File: src/rtl/uart_rx_frame_ctrl_pkg.sv
// Shared types for the UART frame controller.
// Sync byte, frame-state enum, error-code enum.
package uart_pkg;

  localparam logic [7:0] UART_SYNC_BYTE = 8'hA5;

  typedef enum logic [2:0] {
    ST_HUNT,
    ST_ADDR,
    ST_LEN,
    ST_DATA,
    ST_CHK,
    ST_COMMIT
  } frame_st_e;

  typedef enum logic [1:0] {
    ERR_CHK     = 2'd0,
    ERR_LEN     = 2'd1,
    ERR_TIMEOUT = 2'd2,
    ERR_OVERRUN = 2'd3
  } err_code_e;

endpackage

File: src/rtl/uart_rx_frame_ctrl_if.sv
// Register-write bus: wr_en/wr_addr/wr_data held until wr_ready.
// master drives the request, slave returns wr_ready.
interface uart_rx_frame_ctrl_if;
  logic       wr_en;
  logic [7:0] wr_addr;
  logic [7:0] wr_data;
  logic       wr_ready;

  modport master (
    output wr_en, wr_addr, wr_data,
    input  wr_ready
  );

  modport slave (
    input  wr_en, wr_addr, wr_data,
    output wr_ready
  );
endinterface

File: src/rtl/uart_rx_frame_ctrl_buf.sv
// uart_frame_buf: MAX_LEN x 8 payload store.
// Ports: i_clk, i_we/i_wptr/i_wdata (sync write), i_rptr/o_rdata (comb read).
module uart_frame_buf #(
  parameter int MAX_LEN = 16,
  parameter int PW      = $clog2(MAX_LEN)
) (
  input  logic          i_clk,
  input  logic          i_we,
  input  logic [PW-1:0] i_wptr,
  input  logic [7:0]    i_wdata,
  input  logic [PW-1:0] i_rptr,
  output logic [7:0]    o_rdata
);

  logic [7:0] r_mem [MAX_LEN];

  always_ff @(posedge i_clk) begin
    if (i_we) r_mem[i_wptr] <= i_wdata;
  end

  assign o_rdata = r_mem[i_rptr];

endmodule

File: src/rtl/uart_rx_frame_ctrl.sv
// Frame parser: A5, ADDR, LEN, payload, [CHK] -> burst of register writes.
// Ports: rx_clk, rst_n, rx_data/rx_done in; wr bus (master);
// frame_ok, frame_err, err_code, busy out.
// Define UART_RX_FRAME_CTRL_CHK_EN to expect and verify the CHK byte.
module uart_rx_frame_ctrl
  import uart_pkg::*;
#(
  parameter int MAX_LEN     = 16,
  parameter int TIMEOUT_CYC = 2048
) (
  input  logic       rx_clk,
  input  logic       rst_n,
  input  logic [7:0] rx_data,
  input  logic       rx_done,
  uart_rx_frame_ctrl_if.master wr,
  output logic       frame_ok,
  output logic       frame_err,
  output logic [1:0] err_code,
  output logic       busy
);

  localparam int PW = $clog2(MAX_LEN);
  localparam int IW = PW + 1;
  localparam int TW = $clog2(TIMEOUT_CYC);
  localparam logic [TW-1:0] TMAX = TW'(TIMEOUT_CYC - 1);

  frame_st_e     r_state, w_nxt;
  logic [IW-1:0] r_idx, w_idx;
  logic [7:0]    r_len, w_len;
  logic [7:0]    r_addr, w_addr;
`ifdef UART_RX_FRAME_CTRL_CHK_EN
  logic [7:0]    r_chk, w_chk;
`endif
  logic [TW-1:0] r_tmo, w_tmo;
  logic          r_wr_en, w_wr_en;
  logic [7:0]    r_wr_addr, w_wr_addr;
  logic [7:0]    r_wr_data, w_wr_data;
  logic          r_ok, w_ok;
  logic          r_err, w_err;
  err_code_e     r_code, w_code;

  logic          w_buf_we;
  logic          w_start;
  logic          w_last;
  logic          w_wait;
  logic [PW-1:0] w_rd_ptr;
  logic [7:0]    w_rd_data;
  logic [7:0]    w_first;

  // In COMMIT the read port looks one entry ahead so the
  // next write's data is ready when the current one is accepted.
  assign w_rd_ptr = (r_state == ST_COMMIT) ?
                    r_idx[PW-1:0] + PW'(1) : '0;
  assign w_last   = (8'(r_idx) == r_len - 8'd1);
  assign w_wait   = r_state inside
                    {ST_ADDR, ST_LEN, ST_DATA, ST_CHK};

`ifdef UART_RX_FRAME_CTRL_CHK_EN
  assign w_first = w_rd_data;
`else
  // Commit starts on the last payload byte; with LEN == 1
  // that byte is entry 0 and is not in the buffer yet.
  assign w_first = (r_idx == '0) ? rx_data : w_rd_data;
`endif

  uart_frame_buf #(.MAX_LEN(MAX_LEN)) u_buf (
    .i_clk  (rx_clk),
    .i_we   (w_buf_we),
    .i_wptr (r_idx[PW-1:0]),
    .i_wdata(rx_data),
    .i_rptr (w_rd_ptr),
    .o_rdata(w_rd_data)
  );

  always_comb begin
    w_nxt     = r_state;
    w_idx     = r_idx;
    w_len     = r_len;
    w_addr    = r_addr;
`ifdef UART_RX_FRAME_CTRL_CHK_EN
    w_chk     = r_chk;
`endif
    w_tmo     = r_tmo;
    w_wr_en   = r_wr_en;
    w_wr_addr = r_wr_addr;
    w_wr_data = r_wr_data;
    w_ok      = 1'b0;
    w_err     = 1'b0;
    w_code    = r_code;
    w_buf_we  = 1'b0;
    w_start   = 1'b0;

    if (w_wait) begin
      if (rx_done) begin
        w_tmo = '0;
      end else if (r_tmo == TMAX) begin
        w_tmo  = '0;
        w_err  = 1'b1;
        w_code = ERR_TIMEOUT;
        w_nxt  = ST_HUNT;
      end else begin
        w_tmo = r_tmo + TW'(1);
      end
    end

    unique case (r_state)
      ST_HUNT: begin
        if (rx_done && rx_data == UART_SYNC_BYTE) begin
          w_nxt = ST_ADDR;
          w_tmo = '0;
        end
      end
      ST_ADDR: begin
        if (rx_done) begin
          w_addr = rx_data;
`ifdef UART_RX_FRAME_CTRL_CHK_EN
          w_chk  = rx_data;
`endif
          w_nxt  = ST_LEN;
        end
      end
      ST_LEN: begin
        if (rx_done) begin
          w_len = rx_data;
          w_idx = '0;
`ifdef UART_RX_FRAME_CTRL_CHK_EN
          w_chk = r_chk ^ rx_data;
`endif
          if (rx_data == 8'd0 ||
              rx_data > 8'(MAX_LEN)) begin
            w_err  = 1'b1;
            w_code = ERR_LEN;
            w_nxt  = ST_HUNT;
          end else begin
            w_nxt = ST_DATA;
          end
        end
      end
      ST_DATA: begin
        if (rx_done) begin
          w_buf_we = 1'b1;
`ifdef UART_RX_FRAME_CTRL_CHK_EN
          w_chk = r_chk ^ rx_data;
`endif
          if (w_last) begin
`ifdef UART_RX_FRAME_CTRL_CHK_EN
            w_nxt = ST_CHK;
`else
            w_start = 1'b1;
`endif
          end else begin
            w_idx = r_idx + IW'(1);
          end
        end
      end
`ifdef UART_RX_FRAME_CTRL_CHK_EN
      ST_CHK: begin
        if (rx_done) begin
          if (rx_data == r_chk) begin
            w_start = 1'b1;
          end else begin
            w_err  = 1'b1;
            w_code = ERR_CHK;
            w_nxt  = ST_HUNT;
          end
        end
      end
`endif
      ST_COMMIT: begin
        if (rx_done) begin
          w_err  = 1'b1;
          w_code = ERR_OVERRUN;
        end
        if (r_wr_en && wr.wr_ready) begin
          if (w_last) begin
            w_wr_en = 1'b0;
            w_ok    = 1'b1;
            w_nxt   = ST_HUNT;
          end else begin
            w_idx     = r_idx + IW'(1);
            w_wr_addr = r_wr_addr + 8'd1;
            w_wr_data = w_rd_data;
          end
        end
      end
      default: ;
    endcase

    if (w_start) begin
      w_nxt     = ST_COMMIT;
      w_idx     = '0;
      w_wr_en   = 1'b1;
      w_wr_addr = r_addr;
      w_wr_data = w_first;
    end
  end

  always_ff @(posedge rx_clk or negedge rst_n) begin
    if (!rst_n) begin
      r_state   <= ST_HUNT;
      r_idx     <= '0;
      r_len     <= '0;
      r_addr    <= '0;
`ifdef UART_RX_FRAME_CTRL_CHK_EN
      r_chk     <= '0;
`endif
      r_tmo     <= '0;
      r_wr_en   <= 1'b0;
      r_wr_addr <= '0;
      r_wr_data <= '0;
      r_ok      <= 1'b0;
      r_err     <= 1'b0;
      r_code    <= ERR_CHK;
    end else begin
      r_state   <= w_nxt;
      r_idx     <= w_idx;
      r_len     <= w_len;
      r_addr    <= w_addr;
`ifdef UART_RX_FRAME_CTRL_CHK_EN
      r_chk     <= w_chk;
`endif
      r_tmo     <= w_tmo;
      r_wr_en   <= w_wr_en;
      r_wr_addr <= w_wr_addr;
      r_wr_data <= w_wr_data;
      r_ok      <= w_ok;
      r_err     <= w_err;
      r_code    <= w_code;
    end
  end

  assign wr.wr_en   = r_wr_en;
  assign wr.wr_addr = r_wr_addr;
  assign wr.wr_data = r_wr_data;
  assign frame_ok   = r_ok;
  assign frame_err  = r_err;
  assign err_code   = r_code;
  assign busy       = (r_state != ST_HUNT);

endmodule

File: src/flat_wrapper.sv
// flat-port wrapper written by rule: the top's interface ports become plain ports
module uart_rx_frame_ctrl_flat import uart_pkg::*;
#(
  parameter int MAX_LEN     = 16,
  parameter int TIMEOUT_CYC = 2048
)
  (rx_clk, rst_n, rx_data, rx_done, frame_ok, frame_err, err_code, busy, wr_wr_en, wr_wr_addr, wr_wr_data, wr_wr_ready);
  uart_rx_frame_ctrl_if wr_i ();
  input  logic rx_clk;
  input  logic rst_n;
  input  logic [7:0] rx_data;
  input  logic rx_done;
  output logic frame_ok;
  output logic frame_err;
  output logic [1:0] err_code;
  output logic busy;
  output wire logic [$bits(wr_i.wr_en)-1:0] wr_wr_en;
  output wire logic [$bits(wr_i.wr_addr)-1:0] wr_wr_addr;
  output wire logic [$bits(wr_i.wr_data)-1:0] wr_wr_data;
  input wire logic [$bits(wr_i.wr_ready)-1:0] wr_wr_ready;
  assign wr_wr_en = wr_i.wr_en;
  assign wr_wr_addr = wr_i.wr_addr;
  assign wr_wr_data = wr_i.wr_data;
  assign wr_i.wr_ready = wr_wr_ready;
  uart_rx_frame_ctrl #(.MAX_LEN(MAX_LEN), .TIMEOUT_CYC(TIMEOUT_CYC)) u_core (.rx_clk(rx_clk), .rst_n(rst_n), .rx_data(rx_data), .rx_done(rx_done), .wr(wr_i), .frame_ok(frame_ok), .frame_err(frame_err), .err_code(err_code), .busy(busy));
endmodule
File: config.mk
export PLATFORM = sky130hd
export DESIGN_NAME = uart_rx_frame_ctrl_flat
export DESIGN_NICKNAME = d
export VERILOG_FILES = /design/src/rtl/uart_rx_frame_ctrl_pkg.sv /design/src/rtl/uart_rx_frame_ctrl_if.sv /design/src/rtl/uart_rx_frame_ctrl_buf.sv /design/src/rtl/uart_rx_frame_ctrl.sv /design/src/flat_wrapper.sv
export SDC_FILE = /design/constraint.sdc
export NUM_CORES = 1
export LEC_CHECK = 0
export ABC_AREA = 0
export CORE_MARGIN = 2
export CORE_UTILIZATION = 35
export DETAILED_ROUTE_END_ITERATION = 8
export PLACE_DENSITY = 0.56
export SYNTH_ARGS = -nofsm -noshare
export SYNTH_HDL_FRONTEND = slang
export SYNTH_SLANG_ARGS = --single-unit
File: constraint.sdc
create_clock -name rx_clk -period 3.2 [get_ports rx_clk]
set_input_delay 0.64 -clock rx_clk [delete_from_list [all_inputs] [get_ports rx_clk]]
set_output_delay 0.64 -clock rx_clk [all_outputs]
set_load 0.02 [all_outputs]
; ---- After elaboration in Yosys (flattened, before gate mapping)
; Memories as Yosys holds them, arrays and structs flattened.
; Cells that the tools add are included.
[word_totals]
out_inout_bits = 22
reg_bits = 56
wordCells = 106
mem_bits_rw = 128
in_bits = 12
memories = 1
[op_classes]
reduce_logical = 17
order_cmp = 1
eq_ne = 12
addsub = 5
muxes = 59
[mem_list]
columns = memory, depth, width, rd, rd_clocked_by_memory_dff, write_ports, line
row1 = u_core.u_buf.r_mem, 16, 8, 1, 0, 1, uart_rx_frame_ctrl_buf.sv:15  ; logic [7:0] r_mem [MAX_LEN];
[op_table]
columns = op, count
row1 = 8-bit two-way mux, 9
row2 = 11-bit two-way mux, 5
row3 = 3-bit two-way mux, 9
row4 = 5-bit two-way mux, 5
row5 = 1-bit two-way mux, 19
row6 = 5-bit one-hot mux with 3 select lines, 1
row7 = 2-bit two-way mux, 7
row8 = 3-bit one-hot mux with 4 select lines, 1
row9 = 11-bit by 1-bit adder with 11-bit output (second input constant), 1
row10 = 11-bit == test (second input constant), 1
row11 = 3-bit by 2-bit inequality test with 1-bit output (second input constant), 3
row12 = 8-bit by 1-bit adder with 8-bit output (second input constant), 1
row13 = 5-bit by 8-bit == test with 1-bit output, 1
row14 = 8-bit == test (second input constant), 1
row15 = 8-bit by 5-bit > comparator with 1-bit output (second input constant), 1
row16 = 8-bit zero test, 1
row17 = 4-bit nonzero test, 2
row18 = 8-bit by 1-bit subtractor with 8-bit output (second input constant), 1
row19 = 3-bit by 2-bit == test with 1-bit output (second input constant), 2
row20 = 3-bit == test (second input constant), 2
row21 = 3-bit AND reduction, 2
row22 = 2-bit nonzero test, 3
row23 = 5-bit by 1-bit adder with 5-bit output (second input constant), 1
row24 = 5-bit zero test, 1
row25 = other kinds (12), 14

; ---- Depth between registers and ports, before layout
; Gate-level depths: netlist of run 1.
[logic_depth]
depth_word = 8
depth_mapped = 11
mapped_depth_nobuf = 8

; ---- By module
; Synthesis of run 1 repeated with hierarchy kept, for this count alone.
[hier_totals]
cells_unflattened = 537
area_unflattened_um2 = 8018.9
[by_module_without_submodules]
columns = mod, instances, cells_per_inst, area_each_um2, seq_area_each_um2
row1 = uart_frame_buf, 1, 221, 4987.3, 3843.7
row2 = uart_rx_frame_ctrl, 1, 316, 3031.7, 1401.3

; ---- Least setup slack after synthesis of run 1
; Ideal clock, no wire load.
[synth_path]
kind = reg-to-reg
startpoint = register u_core.r_idx[0]
endpoint = register u_core.r_wr_data[5] (netlist: u_core.wr.wr_data[5])
arrival_time_ps = 2649
setup_time_ps = 79
path_stages_with_launch = 12
path_buffers = 5
path_slack_ps = 471
synth_period_minus_slack_ps = 2729
required_ps = 3121
path_cell_list = dfrtp_1 -> buf_2 -> inv_1 -> clkbuf_1 -> ha_1 -> buf_1 -> buf_1 -> clkbuf_1 -> a21oi_1 -> o22ai_1 -> o211ai_1 -> a2bb2oi_1
[synth_via]
elab_chain_len = 7
word_cells_on_any_way = 17
cone_classes = add/sub (1) / eq/ne (2) / mux (9) / reduce/logical (4) / memory (1)
[synth_lines]
columns = item, line
row1 = "start, declared", uart_rx_frame_ctrl.sv:28  ; logic [IW-1:0] r_idx, w_idx;
row2 = "start signal, assigned", uart_rx_frame_ctrl.sv:216  ; r_idx <= w_idx;
row3 = 4-bit by 1-bit adder with 4-bit output, uart_rx_frame_ctrl.sv:53  ; r_idx[PW-1:0] + PW'(1) : '0;
row4 = 4-bit two-way mux, uart_rx_frame_ctrl.sv:52  ; assign w_rd_ptr = (r_state == ST_COMMIT) ?
row5 = memory read 16 x 8 bit, n/a
row6 = 8-bit two-way mux, uart_rx_frame_ctrl.sv:175  ; if (w_last) begin
row7 = 8-bit two-way mux, uart_rx_frame_ctrl.sv:174  ; if (r_wr_en && wr.wr_ready) begin
row8 = 8-bit two-way mux, uart_rx_frame_ctrl.sv:106  ; unique case (r_state)
row9 = 8-bit two-way mux, uart_rx_frame_ctrl.sv:189  ; if (w_start) begin
row10 = "end signal, assigned", uart_rx_frame_ctrl.sv:225  ; r_wr_data <= w_wr_data;
row11 = "end, declared", uart_rx_frame_ctrl.sv:37  ; logic [7:0] r_wr_data, w_wr_data;
; Several ways; a longest one is shown, not always the timed one. The select of a mux whose other input is x is not followed.
; A chain may end at the register's enable or synchronous reset.

; ---- Worst setup path after layout of run 1
[layout_path]
startpoint = register u_core.r_idx[0]
endpoint = register u_core.r_wr_data[2] (netlist: u_core.wr.wr_data[2])
; The elaborated chain is that of the path after synthesis.

==> metrics.yaml, run 1 <==
outcome:
  status: "finished, final reports clean"
detailed_routing:
  remaining_drc_errors: 0
  vias_per_cell: 5.31
  post_drt_wl_per_cell_um: 19.7
  drtPass1Iterations: 5
  wl_um: 20000
  vias: 5405
  drt_iter0_markers: 357
  ant_nets: 0
worst_setup_path:
  r2r_end: "u_core.wr.wr_data[2]"
  ff2ff_setup_slack_ps: 510
  cp_max_fo: 15
  crit_cells: 9
  cp.required_ps: 3510
  crit_buf_inv: 2
  crit_path_top_delay_cell: "ha_1"
  start_kind: "flop"
  critPathKind: "flop to flop"
  cp.arrival_ps: 3010
  critical-path-max-stage-delay_ps: 670
  end_kind: "flop"
  reg2reg_from: "u_core.r_idx[0]"
  crit_chain: "inv_1 -> ha_1 -> buf_4 -> mux2_2 -> o221ai_1 -> o21a_1 -> o22ai_1 -> o211ai_1 -> a2bb2oi_1"
  ff2ff_path_depth: 9
  cpLargestDelayFamily: "compound AO/OA/AOI/OAI gates"
  endpoint: "u_core.wr.wr_data[2]"
  startpoint: "u_core.r_idx[0]"
power_and_ir_drop:
  ir_worst_vdd_mv: 0.368
  power.switching_mw: 1.02
  p_int_mw: 3.76
  p_leak_nw: 3.49
  p_per_area_nw_per_um2: 490
  p_sw_share_pct: 21.4
  clockPowerShare_pct: 44.2
  p_seq_share_pct: 53.7
  totalPowerFinal_mw: 4.78
  combinationalPowerShare_pct: 2.1
sta:
  grt_setup_unrepaired: "no"
  post-route-period-util_pct: 84.1
  hold_viol: 0
  drv_slew: 0
  timing.fmax_mhz: 371
  slew_headroom_pct: 49.5
  worst_slew_pin_slew_ps: 755
  fin_tns_setup_ps: 0
  fin_skew_ps: 8.73
  setup_viol: 0
  period_minus_slack_ps: 2690
grt:
  grt_use_total_pct: 17.0
  antenna_found_initial: 0
  overflow: 0
  grt_first_pass_wirelength_um: 31500
  grt_max_degree: 57
  grt_pass1_vias: 5460
cells_and_area:
  final_cell_area_um2: 9750
  diodes: 0
  multiInputGateArea_um2: 2800
  final_core_util_pct: 41.8
  final-seq-area_um2: 5250
  drive_above_1_share_pct: 17.0
  nNetsFinal: 705
  syn_to_final_growth_pct: 18.2
  nFillCells: 2122
clocking:
  cts_tree: "built"
  cts_resized: 0
  cts_hold_buffers: 0
  postCtsSetupBuffers: 0
  cts-buffers-inserted: 17
  clk_pin_slew_worst_paths_ps: 70
  root_buffer: "clkbuf_16"
  clock_sinks: 184
  ctsLongestPathBuffers: 2
  cts_max_level: 4
  worst_skew_pair.late_latency_ps: 430
synthesis:
  yosys.area_share.simple_pct: 11.9
  synthArstFlopShare_pct: 30.4
  ys_types: 61
  synth_xor_area_share_pct: 1.80
  synth.area.top_cells: "edfxtp_1 47%, dfrtp_1 17%, mux4_2 4.4%"
  yosys.area.top_type_share_pct: 46.6
  syn_inst: 625
  synth_fa_ha_area_share_pct: 1.06
  ys.warnings.count: 0
  postSynthAreaPerCell_um2: 13.2
  synth_area_um2: 8250
  seq_area_frac_synth_pct: 63.6
  synth_top_family_by_area: "simple AND/OR/NAND/NOR gates"
  post-synth-top-area-cell: "edfxtp_1"
  yosys_most_used_dff: "edfxtp_1"
  muxShareOfSynthArea_pct: 8.22
  synth_compound_area_share_pct: 10.9
  yosys_register_bits: 184
  synth_edf_count: 128
  postSynthNetCount: 644
die:
  io_pins: 34
  start_util_pct: 35.4
  die_w_um: 158
  die_h_um: 158
  dieArea_um2: 24800
  coreArea_um2: 23300
  rows: 56
place:
  placed_cell_area_um2: 9160
  portBuffers: 33
  place_congestion: 0.908
  dp_hpwl_um: 13300
worst_hold_path:
  hp-class: "input pin to asynchronous set/reset pin"
run:
  drv_cap: 0
[power by group through the flow]
stage	clock, mW	sequential [mW]	combinational (mW)
3_5_place_dp	0	2.62	0.103
4_1_cts	2.16	2.56	0.103
2_1_floorplan	0	2.61	0.0188
5_1_grt	2.26	2.56	0.112
3_3_place_gp	0	2.61	0.100
6_report	2.11	2.56	0.101
[worst min-delay path by stage]
stage | from | to | slack (ps) | cells past startpoint
finish | rst_n | u_core.frame_ok | 350 | 2
global route | rst_n | u_core.r_state[0] | 410 | 2
CTS | rst_n | u_core.frame_ok | 380 | 2
detailed placement | u_core.r_tmo[10] | u_core.r_tmo[10] | 480 | 2
global placement | u_core.r_tmo[10] | u_core.r_tmo[10] | 470 | 2
floorplan | rst_n | u_core.err_code[0] | 340 | 0
[worst register-to-register path, stage by stage, from the launching register on]
cell	delay [ps]
dfrtp_1	490
inv_1	110
ha_1	670
buf_4	230
mux2_2	320
o221ai_1	200
o21a_1	140
o22ai_1	120
o211ai_1	180
a2bb2oi_1	110
[state kept, by name (all words and copies together), names as in the netlist]
name / count
u_core.frame_ok: 1
u_core.wr.wr_en: 1
u_core.wr.wr_addr: 8
u_core.wr.wr_data: 8
u_core.r_state: 3
u_core.r_addr: 8
u_core.u_buf.r_mem: 128
u_core.frame_err: 1
u_core.r_tmo: 11
u_core.r_len: 8
u_core.r_idx: 5
u_core.err_code: 2
[cells in the final DEF (no fill, tap or decap), drive strengths merged, types with 10 or more instances in the layout]
cell type | netlist | layout
a21oi | 22 | 22
a22oi | 11 | 11
a31oi | 11 | 11
buf | 16 | 45
clkbuf | 19 | 17
clkdlybuf4s50 | 0 | 32
dfrtp | 56 | 56
edfxtp | 128 | 128
inv | 11 | 17
mux2 | 22 | 22
mux4 | 16 | 16
nand2 | 49 | 49
nand2b | 15 | 15
nand3 | 17 | 17
nor2 | 48 | 48
nor3 | 22 | 22
o211ai | 10 | 10
o21ai | 17 | 17
or3 | 12 | 12
xor2 | 11 | 11
[cells by family after synthesis]
| kind of cell | count (synthesis) |
|---|---|
| simple gates | 197 |
| flops | 184 |
| compound gates | 128 |
| buf+inv | 47 |
| mux | 45 |
| xor+xnor | 17 |
| fa+ha+maj | 7 |
[cells in the mapped netlist, types with 2 or more instances]
cell and count:
o211ai_1 10, ha_1 7, mux2_2 22, xor2_1 11, and2_1 2, a2bb2oi_1 8, a41oi_1 2, o2111ai_1 2
o221ai_1 7, a31oi_1 10, or3_1 11, mux4_2 16, nand4_1 8, buf_2 8, a21oi_1 22, o21ai_1 6
buf_6 3, nand2b_1 15, buf_1 5, o21a_1 7, and3b_1 3, clkbuf_1 19, a22oi_1 11, a211oi_1 7
mux2i_1 7, inv_1 11, nor4_1 3, nand2_1 49, nand3_1 17, dfrtp_1 56, o21ai_0 11, o22ai_1 8
o31ai_1 4, xnor2_1 6, o21bai_1 2, or4b_1 2, nor3_1 22, nor2_1 48, edfxtp_1 128, nor2b_1 4
and4_1 3, and3_1 3
[routing by layer]
layer	GRT usage, %	share of wire [%]	wire (µm)	vias up
met4	6.28	2.2	444	0
met2	27.1	48	9540	120
li1	-	-	-	2515
met5	0	0	0	-
met1	23.0	46	9310	2740
met3	3.55	3.7	744	30
[cell type report]
| class | count | area share [%] |
|---|---|---|
| clock buffers | 17 | 4.36 |
| clock inverters | 14 | 1.69 |
| inverters | 12 | 0.462 |
| multi-input cells | 394 | 28.7 |
| flip-flops and latches | 184 | 53.8 |
| well taps | 319 | 4.09 |
| repair buffers | 77 | 6.85 |
[per-stage QoR]
stage,instances,hold WS (ps),worst slack (ps)
after floorplan,625,344,471
after global placement,986,473,322
after detailed placement,986,484,260
after CTS,1017,376,521
after global routing,1017,406,360
final,1017,347,508
Power figures use the tool's default switching activity.
==> inputs of run 2 (changes only) <==
--- a/config.mk
+++ b/config.mk
@@ -9,7 +9,7 @@
 export CORE_MARGIN = 2
 export CORE_UTILIZATION = 35
 export DETAILED_ROUTE_END_ITERATION = 8
-export PLACE_DENSITY = 0.56
+export PLACE_DENSITY = 0.58
 export SYNTH_ARGS = -nofsm -noshare
 export SYNTH_HDL_FRONTEND = slang
 export SYNTH_SLANG_ARGS = --single-unit
==> constraint.sdc (replaced) <==
create_clock -name rx_clk -period 2.25 [get_ports rx_clk]
set_input_delay 0.45 -clock rx_clk [delete_from_list [all_inputs] [get_ports rx_clk]]
set_output_delay 0.45 -clock rx_clk [all_outputs]
set_load 0.02 [all_outputs]
==> run 2 against run 1 <==
Net effect:
- the run now ends with negative setup slack left
- final cell count is 5.0% higher
- clock skew is essentially flat
- clock power rose by 31%
- sequential power up 43%
- setup slack worse by 530 ps
- maximum frequency rose by 19%
- critical path depth down 1
- cell area is 5.5% higher
- non-clock buffer count is 50 higher
- flip-flop and latch count is the same
- total power is 37% higher
- largest cell class unchanged
==> metrics.yaml, run 2 (synthesized netlist as in run 1, its figures left out) <==
outcome:
  status: "finished, violations left"  # was finished, final reports clean
  violations: "negative setup slack"
grt:
  grt_pass1_vias: 5664  # was 5,460
  antenna_found_initial: 0  # unchanged
  grt_max_degree: 35  # was 57
  grt_first_pass_wirelength_um: 31800  # was 31,500 µm
  overflow: 0  # unchanged
  grt_use_total_pct: 17.2  # was 17.0%
cells_and_area:
  nFillCells: 2107  # was 2,122
  reg_top3: "u_core.u_buf.r_mem: 128 flops, u_core.r_tmo: 11 flops"  # unchanged
  final_common_cell: "edfxtp_1"  # unchanged
  largest_reg_flops: 128  # unchanged
  drive_above_1_share_pct: 25.5  # was 17.0%
  stdcell_count: 1068  # was 1,017
  multiInputGateArea_um2: 2940  # was 2800 µm²
  nNetsFinal: 755  # was 705
  regMostFlops: "u_core.u_buf.r_mem"  # unchanged
  final_core_util_pct: 44.1  # was 41.8%
  final-seq-area_um2: 5250  # unchanged
  diodes: 0  # unchanged
  syn_to_final_growth_pct: 24.7  # was 18.2%
  final_cell_mix: "128 x edfxtp_1, 84 x buf_4, 56 x dfrtp_1"  # was 128 x edfxtp_1, 56 x dfrtp_1, 49 x nand2_1
  final_cell_area_um2: 10300  # was 9750 µm²
detailed_routing:
  highest_layer: "met4"  # unchanged
  remaining_drc_errors: 0  # unchanged
  drtPass1Iterations: 4  # was 5
  drt_iter0_markers: 458  # was 357
  vias: 5657  # was 5,405
  vias_per_cell: 5.30  # was 5.31
  wl_um: 20500  # was 20,000 µm
  wl_met2_um: 10300  # was 9540 µm
  met1_length_um: 8960  # was 9310 µm
  post_drt_wl_per_cell_um: 19.2  # was 19.7 µm
  ant_nets: 0  # unchanged
  wl_met3_um: 704  # was 744 µm
power_and_ir_drop:
  p_per_area_nw_per_um2: 639  # was 490 nW/µm²
  p_leak_nw: 3.75  # was 3.49 nW
  ir_worst_vdd_mv: 0.519  # was 0.368 mV
  totalPowerFinal_mw: 6.57  # was 4.78 mW
sta:
  grt_setup_unrepaired: "yes"  # was no
  post-route-period-util_pct: 101  # was 84.1%
  timing.fmax_mhz: 441  # was 371 MHz
  fin_skew_ps: 8.64  # was 8.73 ps
  slew_headroom_pct: 64.7  # was 49.5%
  drv_slew: 0  # unchanged
  worst_slew_pin_slew_ps: 529  # was 755 ps
  worst_hold_slack_ps: 0.0574  # was 347 ps
  setup_viol: 9  # was 0
  period_minus_slack_ps: 2270  # was 2690 ps
  hold_viol: 0  # unchanged
  fin_tns_setup_ps: -148  # was 0 ps
  setup_slack_ps: -20.0  # was 508 ps
die:
  die_h_um: 158  # unchanged
  dieArea_um2: 24800  # unchanged
  start_util_pct: 35.4  # unchanged
  io_pins: 34  # unchanged
  die_w_um: 158  # unchanged
  rows: 56  # unchanged
  coreArea_um2: 23300  # unchanged
place:
  portBuffers: 33  # unchanged
  dp_hpwl_um: 14100  # was 13,300 µm
  placed_cell_area_um2: 9580  # was 9160 µm²
  pre_cts_slack_ps: -322  # was 260 ps
  place_congestion: 0.860  # was 0.908
  dp.cells: 1033  # was 986
clocking:
  cts_tree: "built"  # unchanged
  clk_pin_slew_worst_paths_ps: 70  # about the same
  root_buffer: "clkbuf_16"  # unchanged
  worst_skew_pair.late_latency_ps: 420  # was 430 ps
  cts-buffers-inserted: 17  # unchanged
  cts_max_level: 4  # unchanged
  clock_sinks: 184  # unchanged
  ctsLongestPathBuffers: 2  # unchanged
  cts_hold_buffers: 0  # unchanged
worst_hold_path:
  hp-class: "input pin to asynchronous set/reset pin"  # unchanged
worst_setup_path:
  endpoint: "u_core.wr.wr_data[7]"  # was u_core.wr.wr_data[2]
  critPathKind: "flop to flop"  # unchanged
  crit_path_top_delay_cell: "o31ai_4"  # was ha_1
  ff2ff_path_depth: 8  # was 9
  r2r_end: "u_core.wr.wr_data[7]"  # was u_core.wr.wr_data[2]
  startpoint: "u_core.r_len[1]"  # was u_core.r_idx[0]
  ff2ff_setup_slack_ps: -20  # was 510 ps
  end_kind: "flop"  # unchanged
  cp_max_fo: 8  # was 15
  start_kind: "flop"  # unchanged
  reg2reg_from: "u_core.r_len[1]"  # was u_core.r_idx[0]
  critical-path-max-stage-delay_ps: 470  # was 670 ps
  crit_chain: "inv_2 -> ha_4 -> or3_4 -> a31o_4 -> o31ai_4 -> nand2_1 -> buf_6 -> a2bb2oi_1"  # was inv_1 -> ha_1 -> buf_4 -> mux2_2 -> o221ai_1 -> o21a_1 -> o22ai_1 -> o211ai_1 -> a2bb2oi_1
  cp.required_ps: 2550  # was 3510 ps
  cp.arrival_ps: 2570  # was 3010 ps
run:
  drv_cap: 0  # unchanged
run 2: cell types whose count changed in the layout (fill, tap and decap cells not counted), moves of 3 or more:
cell | before | now
buf_6 | 0 | 5
o21ai_2 | 0 | 3
buf_12 | 1 | 5
buf_4 | 43 | 84
run 2: final cells by class:
type	instances	share of cell area, %
Sequential cell	184	51.0
Multi-Input combinational cell	394	28.6
Timing Repair Buffer	127	10.8
Clock buffer	19	4.21
Tap cell	319	3.88
Clock inverter	13	1.07
Inverter	12	0.438
run 2: worst min-delay path by stage:
stage,cells past startpoint,to,startpoint
6_report,1,u_core.wr.wr_en,rst_n
5_1_grt,1,u_core.r_tmo[7],rst_n
4_1_cts,1,u_core.r_tmo[7],rst_n
3_5_place_dp,1,u_core.frame_err,rst_n
3_3_place_gp,1,u_core.frame_ok,rst_n
2_1_floorplan,0,u_core.err_code[0],rst_n
run 2: repair_timing:
| action | 4_1_cts | 5_1_grt |
|---|---|---|
| endpoints found under the setup margin | 21 | 30 |
| resized for setup | 8 | 26 |
| cloned | 0 | 1 |
| buffers inserted | 1 | 1 |
| pin swaps | 3 | 16 |
run 2: worst max-delay path: cells and delay by family (launching register included):
kind / cells / cell delay [ps]
flip-flops: 1 / 390
buffers and inverters: 2 / 240
AND/OR/NAND/NOR: 2 / 510
adder cells (fa/ha/maj): 1 / 160
AO/OA/AOI/OAI: 3 / 860
run 2: routing by layer:
layer,vias to the layer above,GRT usage (%)
met3,29,2.64
met5,-,0
met4,0,6.28
met2,140,28.9
li1,2619,-
met1,2869,22.6
run 2: report_power, final:
part           total (mW)  leakage, nW  internal, mW  switching, mW
logic               0.155         1.60        0.0529          0.103
clock network        2.77        0.261          1.45           1.32
registers            3.65         1.90          3.64         0.0104
==> inputs of run 3 (changes only) <==
--- a/config.mk
+++ b/config.mk
@@ -9,7 +9,7 @@
 export CORE_MARGIN = 2
 export CORE_UTILIZATION = 35
 export DETAILED_ROUTE_END_ITERATION = 8
-export PLACE_DENSITY = 0.58
+export PLACE_DENSITY = 0.56
 export SYNTH_ARGS = -nofsm -noshare
 export SYNTH_HDL_FRONTEND = slang
 export SYNTH_SLANG_ARGS = --single-unit
==> constraint.sdc (replaced) <==
create_clock -name rx_clk -period 2.8 [get_ports rx_clk]
set_input_delay 0.56 -clock rx_clk [delete_from_list [all_inputs] [get_ports rx_clk]]
set_output_delay 0.56 -clock rx_clk [all_outputs]
set_load 0.02 [all_outputs]
==> run 3 against run 2 <==
Net effect:
- the run now ends clean
- cell area shrank 4.6%
- routed wire length decreased by 1.6%
- hold slack improved by 110 ps
- sequential share of layout area grew 2.5 points
- non-clock buffer count down 50
- total power is 15% lower
- flip-flop and latch count unchanged
- combinational power decreased by 22%
==> metrics.yaml, run 3 (synthesized netlist as in run 1, its figures left out) <==
outcome:
  status: "finished, final reports clean"  # was finished, violations left
clocking:
  clk_pin_slew_worst_paths_ps: 70  # about the same
  cts-buffers-inserted: 17  # unchanged
  root_buffer: "clkbuf_16"  # unchanged
  ctsLongestPathBuffers: 2  # unchanged
  cts_resized: 0  # was 8
  worst_skew_pair.late_latency_ps: 430  # was 420 ps
  cts_hold_buffers: 0  # unchanged
  clock_sinks: 184  # unchanged
  postCtsSetupBuffers: 0  # was 1
  cts_max_level: 4  # unchanged
  cts_tree: "built"  # unchanged
grt:
  grt_max_degree: 41  # was 35
  overflow: 0  # unchanged
  use_met1_pct: 23.7  # was 22.6%
  grt_pass1_vias: 5559  # was 5,664
  grt_first_pass_wirelength_um: 31700  # was 31,800 µm
  antenna_found_initial: 1  # was 0
  use_met2_pct: 27.5  # was 28.9%
  grt_use_total_pct: 17.1  # was 17.2%
  top_usage_layer: "met2"  # unchanged
  met3_usage_pct: 2.97  # was 2.64%
cells_and_area:
  syn_to_final_growth_pct: 19.0  # was 24.7%
  diodes: 0  # unchanged
  final_cell_mix: "128 x edfxtp_1, 56 x dfrtp_1, 49 x nand2_1"  # was 128 x edfxtp_1, 84 x buf_4, 56 x dfrtp_1
  regMostFlops: "u_core.u_buf.r_mem"  # unchanged
  nNetsFinal: 705  # was 755
  largest_reg_flops: 128  # unchanged
  reg_top3: "u_core.u_buf.r_mem: 128 flops, u_core.r_tmo: 11 flops"  # unchanged
  final_cell_area_um2: 9810  # was 10,300 µm²
  drive_above_1_share_pct: 17.0  # was 25.5%
  final_common_cell: "edfxtp_1"  # unchanged
die:
  coreArea_um2: 23300  # unchanged
  die_h_um: 158  # unchanged
  dieArea_um2: 24800  # unchanged
  rows: 56  # unchanged
  start_util_pct: 35.4  # unchanged
  io_pins: 34  # unchanged
  die_w_um: 158  # unchanged
place:
  portBuffers: 33  # unchanged
  dp_hpwl_um: 13500  # was 14,100 µm
  placed_cell_area_um2: 9190  # was 9580 µm²
  place_congestion: 0.882  # was 0.860
detailed_routing:
  wl_um: 20200  # was 20,500 µm
  ant_nets: 0  # unchanged
  post_drt_wl_per_cell_um: 19.8  # was 19.2 µm
  drt_iter0_markers: 404  # was 458
  vias: 5426  # was 5,657
  drtPass1Iterations: 5  # was 4
  remaining_drc_errors: 0  # unchanged
  vias_per_cell: 5.33  # was 5.30
sta:
  hold_viol: 0  # unchanged
  slew_headroom_pct: 48.4  # was 64.7%
  timing.fmax_mhz: 380  # was 441 MHz
  drv_slew: 0  # unchanged
  worst_slew_pin_slew_ps: 768  # was 529 ps
  grt_setup_unrepaired: "no"  # was yes
  setup_viol: 0  # was 9
  fin_tns_setup_ps: 0  # was -148 ps
  fin_skew_ps: 15.2  # was 8.64 ps
  post-route-period-util_pct: 94.0  # was 101%
  period_minus_slack_ps: 2630  # was 2270 ps
worst_hold_path:
  hp-class: "input pin to asynchronous set/reset pin"  # unchanged
worst_setup_path:
  ff2ff_path_depth: 7  # was 8
  critPathKind: "flop to flop"  # unchanged
  cp_max_fo: 11  # was 8
  start_kind: "flop"  # unchanged
  ff2ff_setup_slack_ps: 170  # was -20 ps
  cp.required_ps: 3110  # was 2550 ps
  end_kind: "flop"  # unchanged
  cp.arrival_ps: 2940  # was 2570 ps
power_and_ir_drop:
  p_per_area_nw_per_um2: 570  # was 639 nW/µm²
  clockPowerShare_pct: 45.5  # was 42.1%
  power.switching_mw: 1.18  # was 1.43 mW
  combinationalPowerShare_pct: 2.2  # was 2.4%
  p_sw_share_pct: 21.0  # was 21.8%
  p_seq_share_pct: 52.3  # was 55.5%
  p_leak_nw: 3.52  # was 3.75 nW
  p_int_mw: 4.42  # was 5.14 mW
  ir_worst_vdd_mv: 0.480  # was 0.519 mV
run:
  drv_cap: 0  # unchanged
[run 3: cell count changes in the layout (fill, tap and decap cells not counted), moves of 3 or more]
cell	change
buf_4	-43
buf_6	-5
bufinv_16	+3
clkinvlp_4	-3
inv_8	-3
o21ai_2	-3
[run 3: final timing paths]
check                              startpoint                   end
min                                     rst_n      u_core.r_tmo[10]
min in group rx_clk        u_core.err_code[0]    u_core.err_code[0]
max reg2reg                   u_core.r_len[0]  u_core.wr.wr_data[5]
min reg2reg                u_core.err_code[0]    u_core.err_code[0]
max in group asynchronous               rst_n      u_core.r_addr[6]
max                           u_core.r_len[0]  u_core.wr.wr_data[5]
[run 3: metrics by stage]
stage	setup slack, ps	util, %	hold slack [ps]	std cells	total power, mW
floorplan	71.1	-	264	625	3.01
global placement	167	39.4	475	986	3.11
detailed placement	173	39.4	490	986	3.11
CTS	195	42.1	116	1018	5.64
global route	18.4	42.1	141	1018	5.77
finish	169	42.1	115	1018	5.60
[run 3: final cells by class]
cell class | instances | area, µm²
clock buffers | 19 | 443
clock inverters | 13 | 185
fillers | 2131 | 13500
inverters | 12 | 45.0
multi-input cells | 394 | 2800
flip-flops and latches | 184 | 5250
well taps | 319 | 399
repair buffers | 77 | 693
[run 3: per-layer routing]
layer,wire length [µm],vias up
li1,-,2518
met3,878,15
met5,0,-
met1,9440,2770
met4,257,0
met2,9600,123
[run 3: worst max-delay path, stage by stage (launching register included)]
cell	delay [ps]
dfrtp_1	420
inv_1	80
ha_1	260
or3_4	410
a31o_1	270
o31ai_4	530
nand2_1	320
a2bb2oi_1	210
[run 3: power groups by stage]
stage / clock network (mW) / registers [mW] / logic (mW)
CTS: 2.59 / 2.93 / 0.124
global placement: 0 / 2.99 / 0.119
detailed placement: 0 / 2.99 / 0.123
finish: 2.55 / 2.93 / 0.121
global route: 2.71 / 2.93 / 0.132
floorplan: 0 / 2.99 / 0.0214
